$ cat config.mk
export PLATFORM = sky130hd
export DESIGN_NAME = dm_dac_serializer
export DESIGN_NICKNAME = d
export VERILOG_FILES = /design/src/rtl/dm_dac_serializer.sv
export SDC_FILE = /design/constraint.sdc
export NUM_CORES = 1
export LEC_CHECK = 0
export CORE_MARGIN = 2
export CORE_UTILIZATION = 51
export DETAILED_ROUTE_END_ITERATION = 6
export HOLD_SLACK_MARGIN = 0.1
export PLACE_DENSITY = 0.82
export SYNTH_ARGS = -nofsm -noshare
export SYNTH_HDL_FRONTEND = slang
export SYNTH_SLANG_ARGS = --single-unit
$ cat constraint.sdc
create_clock -name clk -period 2.2 [get_ports clk]
set_clock_uncertainty 0.05 [all_clocks]
set_input_delay 0.33 -clock clk [delete_from_list [all_inputs] [get_ports clk]]
set_output_delay 0.33 -clock clk [all_outputs]
set_load 0.005 [all_outputs]
$ cat src/rtl/dm_dac_serializer.sv
// Serial DAC frame generator for the deformable-mirror actuator pads (SCLK/SDIN/SYNC_n/LDAC_n).
// Optional DM_DAC_AUTO_LDAC_EN: every completed frame requests an LDAC_n pulse after its GAP.
module dm_dac_serializer #(
  parameter int WORD_BITS = 24,
  parameter int DIV       = 2,
  parameter int GAP_CYC   = 4,
  parameter int LDAC_CYC  = 2
) (
  input  logic                 clk,
  input  logic                 rst,
  input  logic [WORD_BITS-1:0] in_data,
  input  logic                 in_valid,
  output logic                 in_ready,
  input  logic                 ldac_req,
  output logic                 busy,
  output logic                 frame_done,
  output logic [3:0]           pad_d
);

  localparam int MAXC = (DIV > GAP_CYC) ? ((DIV > LDAC_CYC) ? DIV : LDAC_CYC)
                                        : ((GAP_CYC > LDAC_CYC) ? GAP_CYC : LDAC_CYC);
  localparam int CW = (MAXC > 1) ? $clog2(MAXC) : 1;
  localparam int BW = $clog2(WORD_BITS);

  localparam logic [CW-1:0] DIV_T  = CW'(DIV - 1);
  localparam logic [CW-1:0] GAP_T  = CW'(GAP_CYC - 1);
  localparam logic [CW-1:0] LDAC_T = CW'(LDAC_CYC - 1);
  localparam logic [BW-1:0] BIT_T  = BW'(WORD_BITS - 1);

  typedef enum logic [2:0] {
    S_IDLE, S_SETUP, S_SHIFT_HI, S_SHIFT_LO, S_GAP, S_LDAC
  } state_t;

  state_t               state, state_nxt;
  logic [CW-1:0]        cnt, cnt_nxt;
  logic [BW-1:0]        bit_cnt, bit_nxt;
  logic [WORD_BITS-1:0] sr, sr_nxt;
  logic                 ldac_pending, pend_nxt, pend_clr;
  logic                 done_nxt, sync_n_nxt;
  logic [3:0]           pad_nxt;

  always_ff @(posedge clk or posedge rst) begin
    if (rst) begin
      state        <= S_IDLE;
      cnt          <= '0;
      bit_cnt      <= '0;
      sr           <= '0;
      ldac_pending <= 1'b0;
      pad_d        <= 4'b1100;
      in_ready     <= 1'b0;
      busy         <= 1'b0;
      frame_done   <= 1'b0;
    end else begin
      state        <= state_nxt;
      cnt          <= cnt_nxt;
      bit_cnt      <= bit_nxt;
      sr           <= sr_nxt;
      ldac_pending <= pend_nxt;
      pad_d        <= pad_nxt;
      in_ready     <= (state_nxt == S_IDLE);
      busy         <= (state_nxt != S_IDLE);
      frame_done   <= done_nxt;
    end
  end

  always_comb begin
    state_nxt = state;
    cnt_nxt   = cnt + 1'b1;
    bit_nxt   = bit_cnt;
    sr_nxt    = sr;
    done_nxt  = 1'b0;
    case (state)
      S_IDLE: begin
        cnt_nxt = '0;
        if (in_valid && in_ready) begin
          sr_nxt    = in_data;
          bit_nxt   = '0;
          state_nxt = S_SETUP;
        end else if (ldac_pending) begin
          state_nxt = S_LDAC;
        end
      end
      S_SETUP: if (cnt == DIV_T) begin
        cnt_nxt   = '0;
        state_nxt = S_SHIFT_HI;
      end
      S_SHIFT_HI: if (cnt == DIV_T) begin
        cnt_nxt   = '0;
        state_nxt = S_SHIFT_LO;
      end
      S_SHIFT_LO: if (cnt == DIV_T) begin
        cnt_nxt = '0;
        if (bit_cnt == BIT_T) begin
          state_nxt = S_GAP;
          sr_nxt    = '0;
          done_nxt  = 1'b1;
        end else begin
          // next bit appears together with the SCLK rising edge
          bit_nxt   = bit_cnt + 1'b1;
          sr_nxt    = {sr[WORD_BITS-2:0], 1'b0};
          state_nxt = S_SHIFT_HI;
        end
      end
      S_GAP: if (cnt == GAP_T) begin
        cnt_nxt   = '0;
        state_nxt = ldac_pending ? S_LDAC : S_IDLE;
      end
      S_LDAC: if (cnt == LDAC_T) begin
        cnt_nxt   = '0;
        state_nxt = S_IDLE;
      end
      default: state_nxt = S_IDLE;
    endcase

    // clearing on LDAC entry lets a same-cycle request survive for a later pass
    pend_clr = (state_nxt == S_LDAC) && (state != S_LDAC);
`ifdef DM_DAC_AUTO_LDAC_EN
    pend_nxt = ldac_req | done_nxt | (ldac_pending & ~pend_clr);
`else
    pend_nxt = ldac_req | (ldac_pending & ~pend_clr);
`endif

    sync_n_nxt = (state_nxt == S_IDLE) || (state_nxt == S_GAP) || (state_nxt == S_LDAC);
    pad_nxt    = {state_nxt != S_LDAC, sync_n_nxt,
                  ~sync_n_nxt & sr_nxt[WORD_BITS-1], state_nxt == S_SHIFT_HI};
  end

endmodule

=== Yosys cells after proc, flatten, opt, wreduce, memory -nomap -nowiden ===
Index checks and enable logic that the tools add are counted.

* Add/subtract/negate cells: 2
* $mul: 0
* Divide/modulo/power cells: 0
* $lt $le $gt $ge: 0
* Eq/ne operators: 16
* Shift-type cells: 0
* Mux-type cells: 24
* Bitwise gates (word level): 5
* Reduce and logical (&&, ||, !) cells: 11

{| class="wikitable"
|+ Operators with widths
! operator !! count
|-
| $mux 24 || 3
|-
| $pmux 24 s2 || 1
|-
| $mux 3 || 9
|-
| $pmux 3 s6 || 1
|-
| $mux 5 || 3
|-
| $eq 3x3->1 const B || 4
|-
| $pmux 5 s2 || 1
|-
| $eq 3x2->1 const B || 3
|-
| $logic_not 3->1 || 2
|-
| $ne 2x2->1 const B || 3
|-
| $ne 3x3->1 const B || 2
|-
| $pmux 2 s3 || 1
|-
| $add 5x1->5 const B || 1
|-
| $eq 5x5->1 const B || 1
|-
| $mux 2 || 2
|-
| $reduce_and 4->1 || 1
|-
| $reduce_or 4->1 || 1
|-
| $eq 3x1->1 const B || 1
|-
| $mux 1 || 3
|-
| $reduce_and 3->1 || 1
|-
| $reduce_bool 3->1 || 1
|-
| $add 2x1->2 const B || 1
|-
| $and 1x1->1 || 2
|-
| $eq 2x1->1 const B || 1
|-
| other kinds (6) || 9
|}

* Flip-flop bits (word level): 42
* Bits in latches: 0
* RAM bits: 0
* Bits in read-only memories: 0
* Input bits: 28
* Logic and storage cells: 68
* Memories: 0

=== Longest topological paths before layout ===
* Word-level depth: 9
* Depth in mapped cells: 8
* Depth with buffers taken out: 7

=== Least setup slack after synthesis ===
Ideal clock, no wire load.

* Path kind: register to register
* Start: register cnt[1]
* End: register sr[16]
* Library setup time: 0.127 ns
* Data arrival time: 1.545 ns
* Required time: 2.023 ns
* Slack: 0.478 ns
* Cell stages (with the launch flop): 9
* Buffers on the path: 2
* Cell sequence: dfrtp_1 -> inv_1 -> ha_1 -> clkbuf_2 -> nand3_1 -> a21o_1 -> buf_2 -> a222oi_1 -> inv_1

* Longest elaborated chain between the ends: 3

{| class="wikitable"
|+ RTL lines
! element !! line !! RTL
|-
| start, declared || 35 || <nowiki>logic [CW-1:0] cnt, cnt_nxt;</nowiki>
|-
| start signal, assigned || 55 || <nowiki>cnt <= cnt_nxt;</nowiki>
|-
| $eq 2x1->1 || 91 || <nowiki>S_SHIFT_LO: if (cnt == DIV_T) begin</nowiki>
|-
| $ne 2x2->1 (no line) || n/a ||
|-
| $reduce_and 3->1 (no line) || n/a ||
|-
| end signal, assigned || 57 || <nowiki>sr <= sr_nxt;</nowiki>
|-
| end, declared || 37 || <nowiki>logic [WORD_BITS-1:0] sr, sr_nxt;</nowiki>
|}

No other way between the ends.
A chain may end at the register's enable or synchronous reset.

=== Worst setup path in the final report ===
* Start: register cnt[1]
* End: register sr[22]

Same word-level chain as after synthesis.

==> metrics.md <==
| Metric | Value |
|---|---|
| I/O pins | `35` |
| Static Leak | `1.174 nW` |
| CTS tree | `done` |
| CP max FO | `23` |
| # nets final | `~240` |
| Post-CTS sizing | `0` |
| Post-synth net total | `between 200 and 250` |
| RSZ-0062 raised after global routing | `no` |
| Crit. End Element | `register` |
| Slew @ Worst Pin | `586.1 ps` |
| Clock Tree Buf Depth | `2` |
| Postcts setup bufs | `0` |
| WP data arrival | `just over 2000 ps` |
| Core area | `0.003633 mm^2` |
| F_max | `about 0.52 GHz` |
| Initial antenna violation count | `0` |
| Max cap viols | `0` |
| GRT Util Overall | `20.04%` |
| Relative slew slack | `between 60% and 70%` |
| Fill cells | `around 300` |
| CTS Buf Count | `5` |
| Syn Area/Cell | `between 10 and 15 um^2` |
| Final Worst Setup Slack | `287.8 ps` |
| Post-synthesis cell type count | `36` |
| Sequential area share after synthesis | `55.47%` |
| Fin crit period | `between 1500 and 2000 ps` |
| Final setup violation count | `0` |
| Hold Buf Count CTS | `0` |
| DP Worst Slack | `between 70 and 80 ps` |
| Initial Util | `52.27%` |
| Clock sink total | `42` |
| Status | `finished clean` |
| Most used DFF post-synth | `dfrtp_1` |
| Antenna viol nets, final | `0` |
| Fin crit share | `slightly below 90%` |
| DRC | `0` |
| Worst-skew pair later-pin latency | `roughly 290 ps` |
| Setup Crit Path Kind | `register to register` |
| Vias | `1485` |
| Routed len/inst | `14.61 um` |
| Routed wire length | `between 3 and 4 mm` |
| DRT iter0 DRCs | `around 180` |
| Die area | `about 0.0042 mm^2` |
| Die Span Y | `about 65 um` |
| Die W | `~65 um` |
| GPL Wtd Cong | `between 0.7 and 0.8` |
| Most common cell after layout, fill and taps aside | `dfrtp_1` |
| Cell Area, Synth | `between 0.0015 and 0.002 mm^2` |
| Async set-reset flop share out of synthesis | `between 90% and 100%` |
| Std-Cell Rows | `22` |
| Cells after Synth | `172` |
| Clk pin slew, worst setup/hold paths | `roughly 80 ps` |
| Number of global-route vias before repair | `around 1500` |
| Root Buffer | `clkbuf_8` |
| Startpoint Class | `register` |
| Power Density | `between 1000 and 1500 mW/mm^2` |
| Met1 Use GR | `between 20% and 30%` |
| Drt first pass iters | `7` |
| Worst min path class | `primary input to async pin` |
| Post-route setup TNS | `0 ps` |
| EDFF count, synth | `0` |
| M2 GR Usage | `roughly 34%` |
| HPWL after DPL | `about 2.6 mm` |
| Worst Path Required | `2320 ps` |
| Synth warnings | `0` |
| H-tree depth | `2` |
| Via-to-Cell Ratio | `just under 6` |
| Area Overhead vs Synth | `25.56%` |
| Largest net degree at the start of global routing | `43` |
| Final core utilization | `65.63%` |
| Layout cells sized above 1 | `roughly 8.7%` |
| First-pass GRT wire length | `between 6 and 7 mm` |
| Number of port buffers | `34` |
| GRT busiest layer | `met2` |
| Synth Register Bits | `42` |
| Maximum vdd drop | `between 0.6 and 0.7 mV` |
| Final Hold Viols | `0` |
| Met3 GRT Util | `around 5.7%` |
| Slew Limit Fails | `0` |
| GRT overflow | `0` |
| Most frequent cells in the layout | `dfrtp_1 (40), clkdlybuf4s50_1 (34), inv_1 (32), a222oi_1 (23), nor2_1 (8)` |
| # diodes | `0` |
worst max-delay path, cell delays in order, from the launching register on:
cell	delay, ps
dfrtp_1	400
inv_1	70
ha_1	280
nand3_1	120
a21o_1	200
buf_4	200
a222oi_1	370
inv_1	80
cell usage after synthesis, types with 4 or more instances:
cell,n,area share (%)
dfrtp_1,40,53
inv_1,32,6.3
a222oi_1,23,12
nor2_1,8,1.6
a21oi_1,7,1.8
buf_2,7,1.8
nand3_1,5,1.3
o21ai_0,5,1.3
ha_1,4,2.6
nand2_1,4,0.79
o31ai_1,4,1.6
metal layers:
metal / part of all wire (%) / up-vias
met4: 1.0 / 0
met5: 0 / -
li1: - / 703
met1: 44 / 723
met3: 5.6 / 7
met2: 49 / 52
final cells by class:
type | count | area, um^2 | area share [%]
well taps | 48 | 60.06 | 2.518
multi-input cells | 88 | 670.6 | 28.12
clock inverters | 2 | 37.54 | 1.574
clock buffers | 6 | 72.57 | 3.043
repair buffers | 38 | 370.4 | 15.53
flip-flops and latches | 42 | 1054 | 44.18
inverters | 32 | 120.1 | 5.037
report_power, final:
group          leakage [nW]  total (mW)  switching, mW  internal, mW
Combinational         0.585        1.05          0.517         0.537
Sequential            0.537        1.34          0.241          1.10
Clock                0.0514       0.593          0.254         0.338
Total                  1.17        2.99           1.01          1.97
state kept, by name, indices dropped and copies added (netlist names), 2 cells and up:
signal,cells
bit_cnt,5
sr,24
cnt,2
pad_d,4
state,3
worst paths after layout:
check                      startpoint        to  slack [ps]  cells past startpoint
setup / recovery               cnt[1]    sr[22]         290                      7
hold / removal                    rst     sr[3]         410                      3
setup reg to reg               cnt[1]    sr[22]         290                      7
hold reg to reg                cnt[0]    cnt[0]         450                      1
max in group asynchronous         rst  pad_d[3]        1330                      3
min in group clk               cnt[0]    cnt[0]         450                      1
stage by stage:
stage | std cells | total power [mW] | hold slack [ps] | cell area [um^2]
finish | 256 | 2.986 | 411.3 | 2385
floorplan | 172 | 2.089 | 402.3 | 1899
detailed placement | 248 | 2.401 | 425.5 | 2275
CTS | 256 | 2.999 | 418.3 | 2385
global placement | 248 | 2.330 | 419.0 | 2275
global route | 256 | 3.223 | 472.6 | 2385
cells by family after synthesis:
family	after synthesis	share of synthesized area (%)
flops	42	55.47
compound gates	49	21.48
simple gates	34	10.61
buf+inv	42	9.222
fa+ha+maj	4	2.635
mux	1	0.5928
(Power assumes the default switching activity.)
